**config.mk**
```make
export PLATFORM = sky130hd
export DESIGN_NAME = link_tx_scheduler
export DESIGN_NICKNAME = d
export VERILOG_FILES = /design/src/rtl/link_pkg.sv /design/src/rtl/link_fifo.sv /design/src/rtl/link_tx_scheduler.sv
export SDC_FILE = /design/constraint.sdc
export NUM_CORES = 1
export LEC_CHECK = 0
export BUFFER_PORTS_ARGS = -buffer_cell sky130_fd_sc_hd__buf_4
export CAP_MARGIN = 0
export CORE_UTILIZATION = 63
export CTS_CLUSTER_DIAMETER = 50
export DETAILED_ROUTE_END_ITERATION = 10
export GPL_TIMING_DRIVEN = 0
export PLACE_DENSITY = 0.86
export SLEW_MARGIN = 25
export SYNTH_ARGS = -nofsm -noshare
export SYNTH_HDL_FRONTEND = slang
export SYNTH_SLANG_ARGS = --single-unit
```
**constraint.sdc**
```tcl
create_clock -name clk -period 6.2 [get_ports clk]
set_input_delay 1.24 -clock clk [delete_from_list [all_inputs] [get_ports clk]]
set_output_delay 1.24 -clock clk [all_outputs]
set_load 0.03 [all_outputs]
```
**src/rtl/link_pkg.sv**
```systemverilog
// rtl/link_pkg.sv - shared word width, idle sentinel and FSM state type for the link transmit path
package link_pkg;

  localparam int DATA_W = 32;
  localparam logic [DATA_W-1:0] SENTINEL = 32'hFFFF_FFFF;

  typedef enum logic [1:0] {
    IDLE  = 2'd0,
    LOAD  = 2'd1,
    FRAME = 2'd2,
    GAP   = 2'd3
  } state_t;

endpackage

```
**src/rtl/link_fifo.sv**
```systemverilog
// rtl/link_fifo.sv - circular synchronous FIFO holding accepted words awaiting transmission
module link_fifo #(
  parameter int DATA_W = 32,
  parameter int DEPTH  = 4
) (
  input  logic                    clk,
  input  logic                    rst_n,
  input  logic                    push,
  input  logic [DATA_W-1:0]       wr_data,
  input  logic                    pop,
  output logic [DATA_W-1:0]       rd_data,
  output logic                    full,
  output logic                    empty,
  output logic [$clog2(DEPTH):0]  count
);

  localparam int AW = $clog2(DEPTH);

  logic [DATA_W-1:0] mem_q [DEPTH];
  logic [DATA_W-1:0] mem_d [DEPTH];
  logic [AW-1:0]     wr_ptr_q, wr_ptr_d;
  logic [AW-1:0]     rd_ptr_q, rd_ptr_d;
  logic [AW:0]       count_q, count_d;
  logic              do_push, do_pop;

  assign full    = (count_q == (AW+1)'(DEPTH));
  assign empty   = (count_q == '0);
  assign count   = count_q;
  assign rd_data = mem_q[rd_ptr_q];
  assign do_push = push && !full;
  assign do_pop  = pop && !empty;

  // DEPTH is a power of two, so the pointers wrap by natural overflow
  always_comb begin
    mem_d    = mem_q;
    wr_ptr_d = wr_ptr_q;
    rd_ptr_d = rd_ptr_q;
    count_d  = count_q;
    if (do_push) begin
      mem_d[wr_ptr_q] = wr_data;
      wr_ptr_d        = wr_ptr_q + 1'b1;
    end
    if (do_pop) begin
      rd_ptr_d = rd_ptr_q + 1'b1;
    end
    case ({do_push, do_pop})
      2'b10:   count_d = count_q + 1'b1;
      2'b01:   count_d = count_q - 1'b1;
      default: count_d = count_q;
    endcase
  end

  always_ff @(posedge clk or negedge rst_n) begin
    if (!rst_n) begin
      for (int i = 0; i < DEPTH; i++) begin
        mem_q[i] <= '0;
      end
      wr_ptr_q <= '0;
      rd_ptr_q <= '0;
      count_q  <= '0;
    end else begin
      mem_q    <= mem_d;
      wr_ptr_q <= wr_ptr_d;
      rd_ptr_q <= rd_ptr_d;
      count_q  <= count_d;
    end
  end

endmodule

```
**src/rtl/link_tx_scheduler.sv**
```systemverilog
// rtl/link_tx_scheduler.sv - round-robin merge of two word sources into a paced serial-link transmitter
module link_tx_scheduler #(
  parameter int                DATA_W       = link_pkg::DATA_W,
  parameter int                DEPTH        = 4,
  parameter int                FRAME_CYCLES = 40,
  parameter int                GAP_CYCLES   = 8,
  parameter logic [DATA_W-1:0] SENTINEL     = link_pkg::SENTINEL
) (
  input  logic                    clk,
  input  logic                    CPU_RESETN,
  input  logic                    req0_valid,
  input  logic [DATA_W-1:0]       req0_data,
  output logic                    req0_ready,
  input  logic                    req1_valid,
  input  logic [DATA_W-1:0]       req1_data,
  output logic                    req1_ready,
  output logic                    tx_start,
  output logic [DATA_W-1:0]       tx_data,
  output logic                    busy,
  output logic [$clog2(DEPTH):0]  fifo_count,
  output logic [7:0]              drop_count
);

  import link_pkg::*;

  localparam int CNT_MAX = (FRAME_CYCLES > GAP_CYCLES) ? FRAME_CYCLES : GAP_CYCLES;
  localparam int CNT_W   = $clog2(CNT_MAX + 1);

  state_t            state_q, state_d;
  logic [CNT_W-1:0]  cnt_q, cnt_d;
  logic [DATA_W-1:0] tx_data_q, tx_data_d;
  logic              rr_q, rr_d;
  logic [7:0]        drop_q, drop_d;

  logic              fifo_full, fifo_empty, fifo_push, fifo_pop;
  logic [DATA_W-1:0] fifo_head, acc_data;
  logic              grant0, grant1, accept, is_sentinel;

  // Ready is held low during reset; a full FIFO blocks grants even on a pop cycle
  assign grant0      = CPU_RESETN && !fifo_full && req0_valid && (!req1_valid || !rr_q);
  assign grant1      = CPU_RESETN && !fifo_full && req1_valid && (!req0_valid ||  rr_q);
  assign accept      = grant0 || grant1;
  assign acc_data    = grant0 ? req0_data : req1_data;
  assign is_sentinel = (acc_data == SENTINEL);
  assign fifo_push   = accept && !is_sentinel;
  assign fifo_pop    = (state_q == IDLE) && !fifo_empty;

  assign req0_ready  = grant0;
  assign req1_ready  = grant1;
  assign tx_data     = tx_data_q;
  assign drop_count  = drop_q;

  link_fifo #(
    .DATA_W (DATA_W),
    .DEPTH  (DEPTH)
  ) u_fifo (
    .clk     (clk),
    .rst_n   (CPU_RESETN),
    .push    (fifo_push),
    .wr_data (acc_data),
    .pop     (fifo_pop),
    .rd_data (fifo_head),
    .full    (fifo_full),
    .empty   (fifo_empty),
    .count   (fifo_count)
  );

  always_comb begin
    rr_d   = rr_q;
    drop_d = drop_q;
    if (grant0) begin
      rr_d = 1'b1;
    end else if (grant1) begin
      rr_d = 1'b0;
    end
    if (accept && is_sentinel && (drop_q != 8'hFF)) begin
      drop_d = drop_q + 8'd1;
    end
  end

  always_ff @(posedge clk or negedge CPU_RESETN) begin
    if (!CPU_RESETN) begin
      state_q   <= IDLE;
      cnt_q     <= '0;
      tx_data_q <= '0;
      rr_q      <= 1'b0;
      drop_q    <= '0;
    end else begin
      state_q   <= state_d;
      cnt_q     <= cnt_d;
      tx_data_q <= tx_data_d;
      rr_q      <= rr_d;
      drop_q    <= drop_d;
    end
  end

  // Transmitter has no done flag, so frame and gap lengths are counted here
  always_comb begin
    state_d   = state_q;
    cnt_d     = cnt_q;
    tx_data_d = tx_data_q;
    case (state_q)
      IDLE: begin
        if (!fifo_empty) begin
          tx_data_d = fifo_head;
          state_d   = LOAD;
        end
      end
      LOAD: begin
        cnt_d   = CNT_W'(FRAME_CYCLES - 1);
        state_d = FRAME;
      end
      FRAME: begin
        if (cnt_q == '0) begin
          cnt_d   = CNT_W'(GAP_CYCLES - 1);
          state_d = GAP;
        end else begin
          cnt_d = cnt_q - 1'b1;
        end
      end
      GAP: begin
        if (cnt_q == '0) begin
          state_d = IDLE;
        end else begin
          cnt_d = cnt_q - 1'b1;
        end
      end
      default: state_d = IDLE;
    endcase
  end

  always_comb begin
    tx_start = 1'b0;
    busy     = 1'b1;
    case (state_q)
      IDLE:    busy     = 1'b0;
      LOAD:    tx_start = 1'b1;
      default: ;
    endcase
  end

endmodule

```
==> run_results.csv <==
group,metric,value,unit
status,status,"finished clean",
cts,hold_buffers,0,
placed_design,place_congestion,0.813,
cts,cts_tree,"built",
logic_synthesis,synth.avg_cell_area,13.8,um2
run,drv_cap,0,
cts,cts_buffers,17,
detailed_routing,drc,0,
logic_synthesis,synth_nets,724,
die,rows,42,
sta,drv_slew,0,
logic_synthesis,synthesis.instances,643,
detailed_routing,wire_per_inst,20.9,um
worst_setup_path,worstPathRequired,4.96,ns
sta,hold_ws,0.505,ns
worst_setup_path,cp-start-kind,"primary input",
grt,gr-total-overflow,0,
sta,report.final.setup_viol,0,
cts,h-tree-depth,4,
sta,worst_pin_slew,0.801,ns
die,die-area,14500,um2
worst_setup_path,worst_r2r_path_depth,12,
detailed_routing,drtIter0Drc,459,
logic_synthesis,ys_seq_elements,184,
sta,period_needed,4.41,ns
detailed_routing,drtAntennaViolNets,0,
logic_synthesis,synth_edf_count,0,
sta,slew_headroom,0.461,
grt,track_usage,0.305,
sta,clock-skew-final,0.00723,ns
cells_and_area,n_fill_cell,744,
logic_synthesis,ys_seq_area_frac,0.519,
cts,clk_pin_slew,0.06,ns
worst_setup_path,arrival,3.17,ns
logic_synthesis,async_flop_share,1.00,
sta,hold_violations,0,
sta,rsz0062_at_grt,"false",
sta,fmax,0.227,GHz
placed_design,hpwl,13800,um
cts,post_cts_buffers,0,
pwr,p_comb_frac,0.430,
worst_setup_path,end_kind,"output pin",
placed_design,portBuffers,114,
logic_synthesis,synthDistinctLibCells,43,
logic_synthesis,netlist.area_leader.share,0.519,
logic_synthesis,syn_area,8860,um2
worst_setup_path,r2r_slack,3.04,ns
logic_synthesis,yosysTopAreaCell,"dfrtp_1",
sta,final.setup.tns,0,ns
sta,finalCritPeriodShare,0.712,
pwr,p_per_area,544,nW/um2
worst_setup_path,worstSetupEndpoint,"req0_ready",
worst_setup_path,worst-path-max-fanout,90,
cells_and_area,drive_gt1_frac,0.453,
pwr,leakage,0.00506,uW
pwr,p_sw,1930,uW
worst_setup_path,cp-startpoint,"CPU_RESETN",
detailed_routing,wl,20200,um
die,ioPinCount,115,
die,die_h,121,um
pwr,switching_share,0.334,
cells_and_area,final_cell_mix,"184 x dfrtp_1, 113 x buf_4, 107 x nand2_1",
cells_and_area,nets,858,
worst_setup_path,r2r-start,"u_fifo.count[2]",
cells_and_area,area_growth_syn_to_layout,19.8,%
pwr,p_int,3850,uW
die,start_util,0.656,
logic_synthesis,ys_top_cells_by_area,"dfrtp_1 52%, mux2_2 13%, mux2_4 9.1%",
cts,root_buffer,"clkbuf_16",
cts,cts_resized,0,
detailed_routing,vias,5820,
cells_and_area,antenna_cells,0,
grt,grt_max_degree,100,
pwr,p_seq_frac,0.366,
detailed_routing,dr.pass1.iters,4,
die,core,13500,um2
worst_setup_path,critical_path_class,"primary input to output pin",
logic_synthesis,yosysWarnings,0,
cts,clk_path_buf_depth,2,
cts,clock_latency,0.44,ns
logic_synthesis,synth_flop_cell,"dfrtp_1",
cts,clock-sinks,184,
grt,grt_pass1_wl,32900,um
grt,grt_antenna_before_repair,0,
grt,grt_pass1_vias,6203,
cells_and_area,layout_commonest_cell,"dfrtp_1",
pwr,fin_total_pwr,5780,uW
pwr,ir_worst_vdd,303,uV
detailed_routing,vias_per_cell,6.02,
die,die_x,121,um
worst_setup_path,r2r-end,"u_fifo.count[2]",
hold_path,hold_path.class,"flip-flop to flip-flop",
pwr,pwr-share-clk,0.203,
## cells in the mapped netlist, types with 2 or more instances
master / n
ha_1: 12
buf_2: 10
nand4_1: 18
a2111oi_2: 4
xor2_1: 8
nand4_4: 2
nand2_1: 107
nand2b_1: 2
o21ai_0: 11
nor2b_1: 2
clkbuf_1: 11
nand3_1: 7
o41ai_1: 2
and3_1: 2
mux4_2: 32
mux2_4: 54
inv_1: 13
buf_6: 7
nor3_1: 4
dfrtp_1: 184
mux2_1: 7
nor4_1: 4
a21oi_1: 7
xnor2_1: 5
a32o_1: 2
nor2_1: 5
a211oi_1: 2
buf_1: 4
mux2_2: 101
## flip-flops by register name, indices dropped and copies added, names as in the netlist
| register | count |
|---|---|
| u_fifo.rd_ptr_q | 2 |
| u_fifo.wr_ptr_q | 2 |
| tx_data | 32 |
| u_fifo.count | 3 |
| drop_count | 8 |
| rr_q | 1 |
| state_q | 2 |
| cnt_q | 6 |
| u_fifo.mem_q | 128 |
## metrics by stage
stage	instances	utilization	setup slack, ns	instance area [um2]
global route	966	0.786	1.59	10600
global placement	933	0.736	0.360	9940
CTS	966	0.786	1.79	10600
floorplan	643	-	2.87	8860
finish	966	0.786	1.79	10600
detailed placement	934	0.739	1.78	9980
## power groups by stage
stage	Combinational, uW	Clock (uW)	Sequential, uW
detailed placement	2480	0	2110
floorplan	1660	0	2230
finish	2490	1180	2120
CTS	2510	1180	2110
global route	2670	1240	2170
global placement	2380	0	2040
## area by class of cell
| cell class | count | area, um2 | share of cell area |
|---|---|---|---|
| timing repair buffer | 115 | 891 | 0.0839 |
| clock buffer | 20 | 447 | 0.0421 |
| multi-input combinational | 412 | 4020 | 0.378 |
| tap | 176 | 220 | 0.0207 |
| clock inverter | 12 | 198 | 0.0186 |
| buffer | 32 | 185 | 0.0174 |
| inverter | 15 | 56.3 | 0.00530 |
| sequential | 184 | 4600 | 0.434 |
## layer usage
| layer | vias up | wire length (um) | part of all wire | track usage |
|---|---|---|---|---|
| met1 | 3010 | 8220 | 0.41 | 0.389 |
| met3 | 43 | 868 | 0.043 | 0.0500 |
| met2 | 179 | 10500 | 0.52 | 0.514 |
| met5 | - | 0 | 0 | 0 |
| li1 | 2588 | - | - | - |
| met4 | 0 | 675 | 0.033 | 0.137 |
## logic make-up (layout without fill, tap and decap cells)
kind of cell    count (synthesis)  after routing  share of synthesized area
mux                           194            194                      0.310
compound gates                 34             34                     0.0281
simple gates                  158            158                     0.0833
fa+ha+maj                      13             13                     0.0192
xor+xnor                       13             13                     0.0128
buf+inv                        47            194                     0.0272
flops                         184            184                      0.519
## worst max-delay path, cell delays in order
cell	delay, ns
buf_8	0.47
nand4_2	0.46
inv_2	0.32
clkbuf_1	0.38
buf_4	0.24
## how the worst min path moves through the flow
stage                      startpoint           endpoint  depth (start not counted)
finish               u_fifo.mem_q[62]   u_fifo.mem_q[62]                          1
CTS                  u_fifo.mem_q[42]   u_fifo.mem_q[42]                          1
floorplan            u_fifo.mem_q[42]   u_fifo.mem_q[42]                          1
global route         u_fifo.mem_q[17]   u_fifo.mem_q[17]                          1
global placement     u_fifo.mem_q[43]   u_fifo.mem_q[43]                          1
detailed placement  u_fifo.mem_q[119]  u_fifo.mem_q[119]                          1
Power figures use the tool's default switching activity.
